`config.mk`:
```
export PLATFORM = sky130hd
export DESIGN_NAME = serial_rx
export DESIGN_NICKNAME = d
export VERILOG_FILES = /design/src/rtl/serial_rx.sv
export SDC_FILE = /design/constraint.sdc
export NUM_CORES = 1
export LEC_CHECK = 0
export ABC_AREA = 1
export CAP_MARGIN = 0
export CELL_PAD_IN_SITES_DETAIL_PLACEMENT = 1
export CELL_PAD_IN_SITES_GLOBAL_PLACEMENT = 1
export CORE_MARGIN = 2
export CORE_UTILIZATION = 45
export CTS_BUF_LIST = sky130_fd_sc_hd__clkbuf_8 sky130_fd_sc_hd__clkbuf_16
export CTS_CLUSTER_DIAMETER = 50
export DETAILED_ROUTE_END_ITERATION = 10
export DONT_BUFFER_PORTS = 1
export GPL_ROUTABILITY_DRIVEN = 0
export PLACE_DENSITY_LB_ADDON = 0.05
export SLEW_MARGIN = 20
export SYNTH_ARGS = -nofsm -noshare
export SYNTH_HDL_FRONTEND = slang
export SYNTH_SLANG_ARGS = --single-unit
```
`constraint.sdc`:
```
create_clock -name clk -period 2.8 [get_ports clk]
set_input_delay 0.42 -clock clk [delete_from_list [all_inputs] [get_ports clk]]
set_output_delay 0.42 -clock clk [all_outputs]
set_load 0.1 [all_outputs]
```
`src/rtl/serial_rx.sv`:
```
// Serial-to-parallel receiver: assembles NBIT-bit words from a strobed, framed bit
// stream and presents them through a one-word valid/ready holding register.
module serial_rx #(
  parameter int NBIT      = 8,
  parameter bit MSB_FIRST = 1'b1
) (
  input  logic            clk,
  input  logic            rst_n,
  input  logic            clk_en,
  input  logic            sframe,
  input  logic            sdi,
  output logic [NBIT-1:0] data,
  output logic            valid,
  input  logic            ready,
  output logic            overrun,
  output logic            frame_err,
  input  logic            err_clr
);

  localparam int CW = $clog2(NBIT + 1);

  if (NBIT < 2) begin : g_nbit_check
    $error("serial_rx: NBIT must be >= 2");
  end

  typedef enum logic {IDLE, SHIFT} state_e;

  state_e          state_q;
  logic [CW-1:0]   cnt_q;
  logic [NBIT-1:0] shift_q;
  logic [NBIT-1:0] shift_d;
  logic [NBIT-1:0] start_d;
  logic [NBIT-1:0] data_q;
  logic            valid_q;
  logic            overrun_q;
  logic            frame_err_q;
  logic            last_bit;
  logic            slot_free;

  // start_d begins a fresh word so no bits from an earlier frame can leak in
  always_comb begin
    shift_d = shift_q;
    start_d = '0;
    if (MSB_FIRST) begin
      shift_d = {shift_q[NBIT-2:0], sdi};
      start_d = {{(NBIT-1){1'b0}}, sdi};
    end else begin
      shift_d = {sdi, shift_q[NBIT-1:1]};
      start_d = {sdi, {(NBIT-1){1'b0}}};
    end
  end

  assign last_bit  = (cnt_q == CW'(NBIT - 1));
  assign slot_free = !valid_q || ready;

  // Later assignments override earlier ones, so completion beats pop and set beats clear
  always_ff @(posedge clk or negedge rst_n) begin
    if (!rst_n) begin
      state_q     <= IDLE;
      cnt_q       <= '0;
      shift_q     <= '0;
      data_q      <= '0;
      valid_q     <= 1'b0;
      overrun_q   <= 1'b0;
      frame_err_q <= 1'b0;
    end else begin
      if (err_clr) begin
        overrun_q   <= 1'b0;
        frame_err_q <= 1'b0;
      end
      if (valid_q && ready) begin
        valid_q <= 1'b0;
      end
      if (clk_en) begin
        case (state_q)
          IDLE: begin
            if (sframe) begin
              shift_q <= start_d;
              cnt_q   <= CW'(1);
              state_q <= SHIFT;
            end
          end
          SHIFT: begin
            if (sframe) begin
              shift_q <= shift_d;
              if (last_bit) begin
                cnt_q   <= '0;
                state_q <= IDLE;
                if (slot_free) begin
                  data_q  <= shift_d;
                  valid_q <= 1'b1;
                end else begin
                  overrun_q <= 1'b1;
                end
              end else begin
                cnt_q <= cnt_q + CW'(1);
              end
            end else begin
              shift_q     <= '0;
              cnt_q       <= '0;
              frame_err_q <= 1'b1;
              state_q     <= IDLE;
            end
          end
          default: state_q <= IDLE;
        endcase
      end
    end
  end

  assign data      = data_q;
  assign valid     = valid_q;
  assign overrun   = overrun_q;
  assign frame_err = frame_err_q;

endmodule

```
# == Yosys cells after proc, flatten, opt, wreduce, memory -nomap -nowiden ==
# Cells that the tools add are included.
# totals
out_inout_bits,11
wordCells,43
regBits,23
# op_classes
n_eq_ne,2
n_bitwise,1
addsub,1
n_reduce_logical,5
n_mux,27
# op_table
operator,n
1-bit 2-to-1 mux,19
7-bit 2-to-1 mux,2
7-bit case mux with 2 select lines,1
4-bit 2-to-1 mux,3
4-bit case mux with 2 select lines,1
5-bit AND reduction,1
4-bit by 1-bit adder with 4-bit output (second input constant),1
4-bit by 3-bit equality test with 1-bit output (second input constant),1
2-bit != test (second input constant),1
1-bit case mux with 2 select lines,1
2-bit AND reduction,1
1-bit logical AND,1
1-bit logical NOT,1
1-bit logical OR,1
1-bit inverter,1

# == Logic depth before layout (Yosys ltp) ==
# Gate-level depths: netlist of run 1.
# depth
ltp_word,7
mapped_depth,6

# == Least setup slack after synthesis of run 1 ==
# Ideal clock, no wire load.
# synth_timing
path_type,flip-flop to flip-flop
from,"reg valid_q, in the netlist valid"
to,"reg data_q[0], in the netlist data[0]"
stages_incl_launch_ff,5
t_arrival_ps,1468
t_required_ps,2678
n_path_buf,1
slack_ps,1210
synth_period_minus_slack_ps,1590
cell_sequence,dfrtp_1 -> nand2_1 -> buf_2 -> nand3_1 -> nand2_1
# synth_via
elab_chain_len,3
# synth_rtl
item,line,text
"start, declared",34,logic valid_q;
"start signal, assigned",63,valid_q <= 1'b0;
"start signal, assigned",72,valid_q <= 1'b0;
"start signal, assigned",91,valid_q <= 1'b1;
1-bit logical NOT,54,assign slot_free = !valid_q || ready;
1-bit logical OR,54,
5-bit AND reduction (no source line),-,
"end signal, assigned",90,data_q <= shift_d;
"end, declared",33,logic [NBIT-1:0] data_q;
# No other way between the ends.
# A chain may end at the register's enable or synchronous reset.

# == Worst setup path in the final report of run 1 ==
# layout_timing
from,"reg data_q[6], in the netlist data[6]"
to,out data[6]
# layout_rtl
item,line,text
"end, declared",12,"output logic [NBIT-1:0] data,"
# No word-level cell between the ends.

==> results of run 1 <==
worst reg2reg max path, delay by kind of cell, from the launching register on:
family	cells	cell delay, ps
buffers and inverters	1	290
flip-flops	1	330
AND/OR/NAND/NOR	4	740
metrics by stage:
stage	setup WS [ps]	hold WS (ps)
floorplan	1210	124
global placement	1440	125
detailed placement	1400	125
CTS	1130	246
global route	1120	156
finish	1140	113
flip-flops by register name (all words and copies together) (netlist names):
signal     count
frame_err      1
valid          1
state_q        1
data           8
overrun        1
cnt_q          4
shift_q        7
worst paths after layout:
kind	start	end	slack, ps	depth (start not counted)
hold reg to reg	shift_q[1]	data[2]	520	2
setup / recovery	data[6]	data[6]	1140	0
hold / removal	rst_n	data[3]	110	1
min in group clk	clk_en	state_q	250	1
max in group asynchronous	rst_n	cnt_q[2]	2340	1
setup reg to reg	valid	data[1]	1390	5
routing by layer:
metal  track usage [%]  up-vias  wire [um]
li1                  -      365          -
met1              27.3      364        993
met2              31.0       16       1000
met3              3.80        5         84
met4              10.5        0         51
met5                 0        -          0
logic make-up (layout without fill, tap and decap cells):
logic type | after synthesis | in the layout | synth area share, %
DFF | 23 | 23 | 56.9
buffers and inverters | 15 | 20 | 5.69
AOI/OAI and AO/OA | 10 | 10 | 5.56
and+or+nand+nor | 62 | 62 | 30.7
adders and majority gates | 1 | 1 | 1.24
synthesized netlist by cell type:
master	n
nand4_1	1
o22ai_1	5
nor2_2	1
inv_2	2
nor2_8	1
nand3_4	2
nor2_4	1
nor2_1	1
inv_1	12
ha_1	1
dfrtp_1	23
nand2_1	40
buf_2	1
o21ai_0	3
o21ai_1	2
nand3_1	13
nand2_2	2
where the power goes:
group          switching [mW]  internal [mW]
Sequential             0.0247          0.343
Clock                   0.108         0.0995
Combinational          0.0283         0.0120
area by class of cell:
| cell class | instances | area share [%] |
|---|---|---|
| timing repair buffer | 2 | 1.14 |
| inverter | 14 | 4.77 |
| clock inverter | 1 | 0.455 |
| tap | 28 | 3.18 |
| sequential | 23 | 52.3 |
| clock buffer | 3 | 3.75 |
| multi-input combinational | 73 | 34.4 |
timing repair:
item / 4_1_cts / 5_1_grt
hold buffers: 1 / 0
gates resized for setup: 0 / 0
hold endpoints to repair: 23 / 0
==> reports/qor.yml, run 1 <==
grt:
  grt_max_degree: 24
  antenna_found_initial: 0
  grt.total_usage_pct: 20.3
  grt_overflow: 0
  grt_pass1_wl_um: 3820
  grt_pass1_vias: 776
cts:
  clk_pin_slew_ps: 80
  cts_tree: "done"
  cts_buffers: 3
  cts.sinks: 23
  cts_root_buf: "clkbuf_8"
  cts.htree.levels: 1
  post-cts-setup-buffers: 0
  clk_latency_ps: 270
  clk_path_buf_depth: 2
cells_and_area:
  final_util_pct: 50.7
  multi_input_area_um2: 379
  drive_gt1_share_pct: 12.9
  fin_cells: 144
  fillers: 259
  n_antenna_cell: 0
  finalInstanceArea_um2: 1100
  regArea_um2: 576
  layout_common_cells: "nand2_1 (40), dfrtp_1 (23), nand3_1 (13), inv_1 (12), o22ai_1 (5)"
  layout_commonest_cell: "nand2_1"
  fin_nets: 125
  area_growth_pct: 8.78
synth:
  synth_area_leaders: "dfrtp_1 (57%), nand2_1 (15%), nand3_1 (6.4%), inv_1 (4.4%), nand3_4 (3.5%)"
  avgSynthCellArea_um2: 9.12
  synth_cell_type_count: 17
  synth-seq-area-share_pct: 56.9
  netlist_instances: 111
  ys.warnings.count: 0
  synth_nets: 119
  synth_area_leader_cell: "dfrtp_1"
  synth.cell_area_um2: 1010
  ys_seq_elements: 23
  synth_top_area_share_pct: 56.9
critical_path:
  crit_path_max_fanout: 2
  end_kind: "output port"
  worstPathRequired_ps: 2380
  start_kind: "register"
  worst-setup-path-type: "reg -> out"
  crit_arrival_ps: 1240
worst_hold_path:
  min_path_type: "in -> async"
timing:
  period_needed_ps: 1660
  tns_ps: 0
  setup_violations: 0
  drv_slew: 0
  finalCritPeriodShare_pct: 59.3
  rsz0062_at_grt: "false"
  final.setup_skew_ps: 2.30
  slew_headroom_pct: 37.2
  finalHoldViolCount: 0
  tightest_slew_ps: 942
  max_clock_freq_mhz: 602
placed_design:
  hpwl_um: 1610
  dp_cells: 139
  io_buffers: 0
  placed_area_um2: 1050
power_and_ir_drop:
  peakVddDrop_mv: 0.297
  leakage_nw: 0.588
  powerDensity_nw_per_um2: 558
  finalPower_uw: 615
floorplan:
  start_util_pct: 46.7
  die_w_um: 51.4
  die_h_um: 51.4
  die_area_um2: 2640
  io_pins: 18
  rows: 17
  core_um2: 2170
drt:
  wl_um: 2130
  dr.first_iter.drc_count: 7
  routed-via-count: 750
  wl_per_cell_um: 14.8
  dr.pass1.iters: 3
  vias_per_cell: 5.21
  antenna_left: 0
  post-route-drc-count: 0
status:
  status: "finished clean"
job:
  drv_cap: 0
(Power assumes the default switching activity.)
==> run 2, diff against run 1 <==
==> constraint.sdc (replaced) <==
create_clock -name clk -period 1.7 [get_ports clk]
set_input_delay 0.255 -clock clk [delete_from_list [all_inputs] [get_ports clk]]
set_output_delay 0.255 -clock clk [all_outputs]
set_load 0.1 [all_outputs]
==> reports/qor.yml, run 2 (same netlist as run 1, synthesis figures left out) <==
critical_path:
  worst-setup-path-type: "reg -> reg"
  ff2ff_setup_slack_ps: 400  # -990 ps
  rr_worst_depth: 6  # +1
  crit_chain: "ha_1 -> nand2_1 -> nor2_4 -> nand3_4 -> nand2_1 -> nand2_1"
  crit_end: "data[0]"
  crit_start: "cnt_q[0]"
  worstPathRequired_ps: 1860  # -520 ps
  crit_path_max_fanout: 8  # +6
  max_stage_delay_ps: 420
  rr_endpoint: "data[0]"
  cpMostUsedCell: "nand2_1"
  end_kind: "register"
  start_kind: "register"
  r2r-start: "cnt_q[0]"
  crit_arrival_ps: 1460  # +220 ps
  slowest_stage: "dfrtp_1"
floorplan:
  die_h_um: 51.4  # unchanged
  die_w_um: 51.4  # unchanged
  rows: 17  # unchanged
  start_util_pct: 46.7  # unchanged
  io_pins: 18  # unchanged
  die_area_um2: 2640  # unchanged
  core_um2: 2170  # unchanged
power_and_ir_drop:
  leakage_nw: 0.647  # +10%
  peakVddDrop_mv: 0.557  # +87%
  p_int_uw: 751  # +65%
  powerDensity_nw_per_um2: 849  # +52%
  clkPwrFrac_pct: 32.7  # -1.0 points
  p_seq_share_pct: 58.1  # -1.6 points
  p_switching_uw: 255  # +59%
  combPwrFrac_pct: 9.3  # +2.7 points
  swShare_pct: 25.3  # -0.80 points
  finalPower_mw: 1.01  # +64%
grt:
  grt.total_usage_pct: 18.9  # -1.3 points
  grt_overflow: 0  # unchanged
  antenna_found_initial: 0  # unchanged
  grt_max_degree: 24  # unchanged
  grt_pass1_wl_um: 3570  # -6.3%
  grt_pass1_vias: 780  # +0.52%
timing:
  max_clock_freq_mhz: 769
  final.setup_skew_ps: 5.45  # +3.15 ps
  finalCritPeriodShare_pct: 76.5
  finalHoldViolCount: 0  # unchanged
  slew_headroom_pct: 65.2  # +28 points
  tightest_slew_ps: 521  # -420 ps
  rsz0062_at_grt: "false"
  setup_violations: 0  # unchanged
  drv_slew: 0  # unchanged
  period_needed_ps: 1300
  holdWs_ps: 87.6  # -25.4 ps
  tns_ps: 0  # unchanged
placed_design:
  io_buffers: 0  # unchanged
  hpwl_um: 1570  # -2.7%
  dp_cells: 149  # +7.2%
cells_and_area:
  area_growth_pct: 17.1
  layout_common_cells: "nand2_1 (40), dfrtp_1 (23), inv_1 (13), nand3_1 (13), buf_4 (11)"
  layout_commonest_cell: "nand2_1"
  fin_cells: 155  # +7.6%
  fillers: 270  # +4.2%
  fin_nets: 136  # +8.8%
  final_util_pct: 54.6  # +3.9 points
  drive_gt1_share_pct: 18.9  # +6.0 points
  largest_reg_flops: 8  # unchanged
  n_antenna_cell: 0  # unchanged
drt:
  vias_per_cell: 5.09  # -2.3%
  wl_per_cell_um: 13.6  # -7.8%
  post-route-drc-count: 0  # unchanged
  dr.pass1.iters: 4  # +1
  antenna_left: 0  # unchanged
  dr.first_iter.drc_count: 7  # unchanged
  wl_um: 2110  # -0.75%
  routed-via-count: 789  # +5.2%
job:
  drv_cap: 0  # unchanged
worst_hold_path:
  min_path_type: "in -> reg"
cts:
  clk_path_buf_depth: 2  # unchanged
  post-cts-setup-buffers: 0  # unchanged
  cts.sinks: 23  # unchanged
  cts_resized: 0  # unchanged
  clk_pin_slew_ps: 80  # about the same
  cts.htree.levels: 1  # unchanged
  cts_tree: "done"
  cts_buffers: 3  # unchanged
  cts_root_buf: "clkbuf_8"
  clk_latency_ps: 260  # about the same
status:
  status: "finished clean"
[run 2: layout make-up]
| class | instances | area [um2] | share of cell area, % |
|---|---|---|---|
| clock inverter | 1 | 3.75 | 0.317 |
| timing repair buffer | 13 | 97.6 | 8.24 |
| clock buffer | 3 | 41.3 | 3.48 |
| tap | 28 | 35.0 | 2.96 |
| inverter | 14 | 52.6 | 4.44 |
| sequential | 23 | 576 | 48.6 |
| multi-input combinational | 73 | 379 | 32.0 |
[run 2: through the flow]
| step | cell area (um2) | worst slack, ps |
|---|---|---|
| after CTS | 1180 | 389 |
| after global routing | 1180 | 258 |
| after detailed placement | 1120 | 401 |
| final | 1180 | 400 |
| after floorplan | 1010 | 110 |
| after global placement | 1120 | 474 |
[run 2: how the worst min path moves through the flow]
stage | startpoint | to | slack, ps | cells past startpoint
after floorplan | rst_n | cnt_q[0] | -40 | 0
after global placement | rst_n | overrun | -40 | 0
after detailed placement | rst_n | overrun | -40 | 0
after CTS | clk_en | state_q | 90 | 1
after global routing | clk_en | state_q | 100 | 1
final | clk_en | state_q | 90 | 1
[run 2: layer usage]
| metal | routed length (um) | GRT usage [%] | share of wire [%] |
|---|---|---|---|
| met1 | 944 | 24.4 | 45 |
| met2 | 1070 | 30.1 | 50 |
| met5 | 0 | 0 | 0 |
| met3 | 66 | 3.22 | 3.1 |
| met4 | 38 | 10.5 | 1.8 |
[run 2: power by group through the flow]
stage / Sequential, mW / Combinational (mW) / Clock [mW]
final: 0.584 / 0.0934 / 0.328
after CTS: 0.584 / 0.0938 / 0.337
after global placement: 0.593 / 0.0792 / 0
after detailed placement: 0.595 / 0.0806 / 0
after global routing: 0.586 / 0.106 / 0.363
after floorplan: 0.611 / 0.0443 / 0
[run 2: critical path: cells and delay by family (launching register included)]
family	cells	cell delay [ps]
adder cells (fa/ha/maj)	1	210
flip-flops	1	420
AND/OR/NAND/NOR	5	570
[run 2: what timing repair did]
action,4_1_cts,5_1_grt
hold buffers,1,1
endpoints found under the setup margin,0,0
endpoints found under the hold margin,23,23
